--- src/rtl/uart_tx_sched.sv ---
// uart_tx_sched: programs the UART baud/control registers, then shares the
// single TX buffer among NREQ byte producers with round-robin arbitration.
// Each byte: load TX buffer, wait for uart_pnd, clear the flag, report done.
// Optional feature: define UART_SCHED_TMO_EN to add a WAIT-state timeout
// (TMO_CYC cycles) that raises the sticky tmo_err and forces the clear.
//
// state     | meaning
// ----------+-------------------------------------------------------------
// IDLE      | unconfigured, requests ignored, waiting for cfg_start
// CFG_BAUD  | writing baud register
// CFG_CON   | writing control register, clearing both pending flags
// READY     | configured, arbitrating among requesters
// LOAD      | writing winner's byte to TX buffer, gnt pulse
// WAIT      | waiting for uart_pnd (first 2 cycles masked)
// CLR       | clearing TX pending flag, done pulse
module uart_tx_sched #(
    parameter int          NREQ    = 4,
    parameter logic [15:0] TMO_CYC = 16'hFFFF
) (
    input  logic              sys_clk,
    input  logic              sys_rst,
    input  logic              cfg_start,
    input  logic [15:0]       cfg_baud,
    input  logic [15:0]       cfg_con,
    input  logic [NREQ-1:0]   req,
    input  logic [8*NREQ-1:0] req_dat,
    output logic [NREQ-1:0]   gnt,
    output logic [NREQ-1:0]   done,
    output logic              uart_baud_wr,
    output logic              uart_con_wr,
    output logic              uart_txbuf_wr,
    output logic [15:0]       icb_wdat,
    input  logic              uart_pnd,
    output logic              cfg_done,
    output logic              busy,
    output logic              tmo_err
);

    localparam int IDX_W = (NREQ > 1) ? $clog2(NREQ) : 1;
    localparam logic [NREQ-1:0] ONE_HOT0 = {{(NREQ-1){1'b0}}, 1'b1};

    typedef enum logic [2:0] {
        ST_IDLE, ST_CFG_BAUD, ST_CFG_CON, ST_READY, ST_LOAD, ST_WAIT, ST_CLR
    } state_t;

    state_t            state;
    logic [15:0]       con_q;
    logic [15:0]       con_cap;
    logic [IDX_W-1:0]  last_gnt;
    logic [IDX_W-1:0]  win_idx;
    logic [IDX_W-1:0]  rr_idx;
    logic [IDX_W-1:0]  cand;
    logic              rr_found;
    logic [7:0]        rr_dat;
    logic [1:0]        wait_cnt;
    logic              pnd_ok;
    logic              tmo_hit;

    // enable bit forced on, pending-flag bits kept out of the stored value
    assign con_cap = (cfg_con | 16'h0001) & ~16'h0C00;
    // pending flag only trusted once the 2-cycle mask has elapsed
    assign pnd_ok  = (wait_cnt == 2'd2) && uart_pnd;

    // round-robin search starting just after the last granted requester
    always_comb begin
        rr_found = 1'b0;
        rr_idx   = '0;
        cand     = '0;
        for (int k = 1; k <= NREQ; k++) begin
            cand = IDX_W'((int'(last_gnt) + k) % NREQ);
            if (!rr_found && req[cand]) begin
                rr_found = 1'b1;
                rr_idx   = cand;
            end
        end
        rr_dat = req_dat[{rr_idx, 3'b000} +: 8];
    end

`ifdef UART_SCHED_TMO_EN
    logic [15:0] tmo_cnt;

    assign tmo_hit = (tmo_cnt == 16'd0);

    // WAIT timeout counter and sticky error flag
    always_ff @(posedge sys_clk) begin
        if (sys_rst) begin
            tmo_cnt <= '0;
            tmo_err <= 1'b0;
        end else begin
            if (state == ST_LOAD)
                tmo_cnt <= TMO_CYC;
            else if (state == ST_WAIT && !tmo_hit)
                tmo_cnt <= tmo_cnt - 16'd1;
            if (cfg_start && (state == ST_IDLE || state == ST_READY))
                tmo_err <= 1'b0;
            else if (state == ST_WAIT && !pnd_ok && tmo_hit)
                tmo_err <= 1'b1;
        end
    end
`else
    assign tmo_hit = 1'b0;
    // no timeout hardware: error output tied low
    assign tmo_err = 1'b0 & (|TMO_CYC);
`endif

    // sequencer FSM with registered strobes, data and pulses
    always_ff @(posedge sys_clk) begin
        if (sys_rst) begin
            state         <= ST_IDLE;
            con_q         <= '0;
            last_gnt      <= IDX_W'(NREQ - 1);
            win_idx       <= '0;
            wait_cnt      <= '0;
            uart_baud_wr  <= 1'b0;
            uart_con_wr   <= 1'b0;
            uart_txbuf_wr <= 1'b0;
            icb_wdat      <= '0;
            gnt           <= '0;
            done          <= '0;
            cfg_done      <= 1'b0;
            busy          <= 1'b0;
        end else begin
            uart_baud_wr  <= 1'b0;
            uart_con_wr   <= 1'b0;
            uart_txbuf_wr <= 1'b0;
            icb_wdat      <= '0;
            gnt           <= '0;
            done          <= '0;
            case (state)
                ST_IDLE, ST_READY: begin
                    if (cfg_start) begin
                        state        <= ST_CFG_BAUD;
                        uart_baud_wr <= 1'b1;
                        icb_wdat     <= cfg_baud;
                        busy         <= 1'b1;
                    end else if (state == ST_READY && rr_found) begin
                        state         <= ST_LOAD;
                        win_idx       <= rr_idx;
                        uart_txbuf_wr <= 1'b1;
                        icb_wdat      <= {8'h00, rr_dat};
                        gnt           <= ONE_HOT0 << rr_idx;
                        busy          <= 1'b1;
                    end
                end
                ST_CFG_BAUD: begin
                    state       <= ST_CFG_CON;
                    con_q       <= con_cap;
                    uart_con_wr <= 1'b1;
                    icb_wdat    <= con_cap | 16'h0C00;
                end
                ST_CFG_CON: begin
                    state    <= ST_READY;
                    cfg_done <= 1'b1;
                    busy     <= 1'b0;
                end
                ST_LOAD: begin
                    state    <= ST_WAIT;
                    last_gnt <= win_idx;
                    wait_cnt <= '0;
                end
                ST_WAIT: begin
                    if (wait_cnt != 2'd2)
                        wait_cnt <= wait_cnt + 2'd1;
                    if (pnd_ok || tmo_hit) begin
                        state       <= ST_CLR;
                        uart_con_wr <= 1'b1;
                        icb_wdat    <= con_q | 16'h0400;
                        done        <= ONE_HOT0 << win_idx;
                    end
                end
                ST_CLR: begin
                    state <= ST_READY;
                    busy  <= 1'b0;
                end
                default: begin
                    state <= ST_IDLE;
                    busy  <= 1'b0;
                end
            endcase
        end
    end

endmodule

--- config.mk ---
export PLATFORM = sky130hd
export DESIGN_NAME = uart_tx_sched
export DESIGN_NICKNAME = d
export VERILOG_FILES = /design/src/rtl/uart_tx_sched.sv
export SDC_FILE = /design/constraint.sdc
export NUM_CORES = 1
export LEC_CHECK = 0
export BUFFER_PORTS_ARGS = -buffer_cell sky130_fd_sc_hd__buf_2
export CORE_MARGIN = 4
export CORE_UTILIZATION = 45
export CTS_BUF_LIST = sky130_fd_sc_hd__clkbuf_2
export DETAILED_ROUTE_END_ITERATION = 6
export GPL_TIMING_DRIVEN = 0
export PLACE_DENSITY = 0.77
export SYNTH_ARGS = -nofsm -noshare
export SYNTH_HDL_FRONTEND = slang
export SYNTH_SLANG_ARGS = --single-unit
--- constraint.sdc ---
create_clock -name sys_clk -period 1.6 [get_ports sys_clk]
set_input_delay 0.24 -clock sys_clk [delete_from_list [all_inputs] [get_ports sys_clk]]
set_output_delay 0.24 -clock sys_clk [all_outputs]
set_load 0.005 [all_outputs]
==> metrics.txt <==
outcome finished, violations left; Nets 496; max-slew violations 0; GRT Overall Usage 22.5%; Die Width 81.8 um; RR Startpoint state[0]; Final Hold Violating Endpoints 0; Vias/cell 5.53; P&R area growth vs syn 47.9%; final worst slack -231 ps; Critical-path top delay cell dfxtp_2; CTS tree yes; layout cell share with drive strength beyond 1 44.8%; peak per-stage delay on the critical path 380 ps; Final ANT Viol Nets 0; RePlAce Congestion 0.938; Buf/Inv on CP 4; Routed wire per std cell 15.8 um; drt total wl 7820 um; post-synthesis sequential area ratio 42.5%; Clock Latency Late Sink 460 ps; synthesized area per cell 8.78 sq um; Mapped Nets 352; Die Y 81.8 um; core footprint 5200 sq um; Post-synth EDFFs 0; HPWL Detailed 5150 um; commonest cells after routing, fill and taps aside 99 x buf_2, 47 x dfxtp_1, 43 x nand2_1, 30 x a21oi_1, 25 x buf_4; most common cell after layout, fill and taps aside buf_2; Post-Syn Instances 279; n_diodes 0; CTS root buf clkbuf_2; Residual DRC 0; Unique masters post-synth 46; final core area utilization 69.6%; Primary FF master, synth dfxtp_1; largest net degree at the start of global routing 18; Hold Path Stages 3; unrepaired setup endpoints after global routing yes; worst r2r dst icb_wdat[2]; Max Cap Viol 0; Hold Crit Class input port to flip-flop; Pre-antenna DRT Iters 6; worst IR drop on VDD 661 uV; Clk pin slew, worst setup/hold paths 270 ps; CTS H-tree depth 2; crit path capture type flip-flop; crit share post-route 114%; Core Rows 26; vias in the first global route 2,542; cell area power density 819 nW/um^2; CP Class flip-flop to flip-flop; CP arrival 2230 ps; placed cells 446; LEAKAGE 1.58 nW; failing checks setup timing; Pwr Total 2.96 mW; # port buffers 97; FF+latch count, synth 52; FF/Latch Area 1050 sq um; Fmax 546 MHz; fillers 433; Synth Cell Area 2450 sq um; initial antenna violation count 0; Slew headroom 56.5%; reg2reg path depth 9; critical path, cell by cell buf_6 > nor2b_4 > nor4b_4 > buf_4 > buf_6 > a222oi_1 > buf_4 > a21boi_2 > a221oi_2; worst-path fanout max 7; via count 2,731; clk sinks 52; initial core utilization 47.0%; CP required 2000 ps; CTS Buf Count 5; first-pass GRT wire length 11,600 um; Finished Layout Cells 494; final instance area 3620 sq um; die area 6690 sq um; area of the multi-input gates 1440 sq um; area post-placement 3050 sq um; reg-to-reg setup timing slack -230 ps; crit start category flip-flop; worst-margin pin slew 648 ps; grt ovf 0; DR iter-0 viols 186; minimum clock period 1830 ps; Hold Path Sink con_q[15]; Hold Startpoint cfg_con[15]; Bufs on Longest Clock Path 2; asr flop ratio synth 0%; Yosys Warn Count 0; Boundary Pins 102; Clock Skew 26.5 ps; CP top delay family buffers and inverters; Final setup viols 12
==> worst register-to-register path, stage by stage, from the launching register on <==
cell and delay (ps):
dfxtp_2 380, buf_6 120, nor2b_4 130, nor4b_4 260, buf_4 180, buf_6 100, a222oi_1 70, buf_4 160
a21boi_2 150, a221oi_2 230
==> metal layers <==
metal  routed length (um)  part of all wire, %  vias up  global-route usage, %
li1                     -                    -     1318                      -
met1                 3180                   41     1274                   27.4
met2                 3800                   49      125                   38.1
met3                  694                  8.9       14                   5.92
met4                  149                  1.9        0                   7.97
met5                    0                    0        -                      0
==> power by group <==
part	switching [mW]	internal, mW	total [mW]
combinational	0.480	0.468	0.948
sequential	0.0495	1.41	1.46
clock	0.451	0.109	0.560
==> final cells by class <==
type | count | area share (%)
multi-input combinational | 202 | 39.7
sequential | 52 | 29.0
timing repair buffer | 138 | 23.1
buffer | 19 | 3.94
tap | 70 | 2.42
clock buffer | 5 | 0.691
clock inverter | 3 | 0.657
inverter | 5 | 0.518
==> cell families (layout without fill, tap and decap cells) <==
group | after synthesis | in the layout | synth area share [%]
and+or+nand+nor | 107 | 107 | 22.8
AOI/OAI and AO/OA | 88 | 88 | 26.9
DFF | 52 | 52 | 42.5
buffers and inverters | 25 | 170 | 5.06
muxes | 5 | 5 | 2.04
adders and majority gates | 1 | 1 | 0.511
other | 1 | 1 | 0.153
==> flip-flops by register name (all words and copies together), names as in the netlist <==
name           count
cfg_done           1
win_idx            2
busy               1
state              3
gnt                4
con_q             14
icb_wdat          16
last_gnt           2
uart_baud_wr       1
wait_cnt           2
uart_con_wr        1
uart_txbuf_wr      1
done               4
==> per-stage QoR <==
stage	worst slack (ps)	hold slack [ps]	TNS [ps]
2_1_floorplan	-106	376	-183
3_3_place_gp	-456	441	-8900
3_5_place_dp	-460	449	-10060
4_1_cts	-213	0.672	-1350
5_1_grt	-332	9.84	-2980
6_report	-231	34.0	-1390
==> synth_stat cells, drive strengths merged, types with 7 or more instances <==
cell / n / area, sq um
dfxtp: 52 / 1040
o311ai: 8 / 70.1
a21oi: 32 / 160
buf: 10 / 67.6
a221oi: 8 / 95.1
o311a: 8 / 80.1
a222oi: 7 / 70.1
nor2: 22 / 82.6
clkbuf: 10 / 37.5
nand2: 44 / 165
nor2b: 14 / 87.6
nor3: 7 / 46.3
==> worst max path at each step <==
stage,startpoint,to,slack [ps],cells past startpoint
after floorplan,state[0],icb_wdat[2],-110,7
after global routing,state[0],icb_wdat[2],-330,9
after global placement,state[2],icb_wdat[2],-460,7
after detailed placement,state[2],icb_wdat[2],-460,7
final,state[0],icb_wdat[2],-230,9
after CTS,state[0],icb_wdat[2],-210,9
==> timing repair <==
item,in CTS,in global routing
setup endpoints to repair,40,30
pin swaps,9,15
resized for setup,30,30
buffers inserted,18,10
hold buffers,14,0
gates cloned,0,1
endpoints found under the hold margin,19,0
Note: power is estimated with default switching activity, not from simulation.
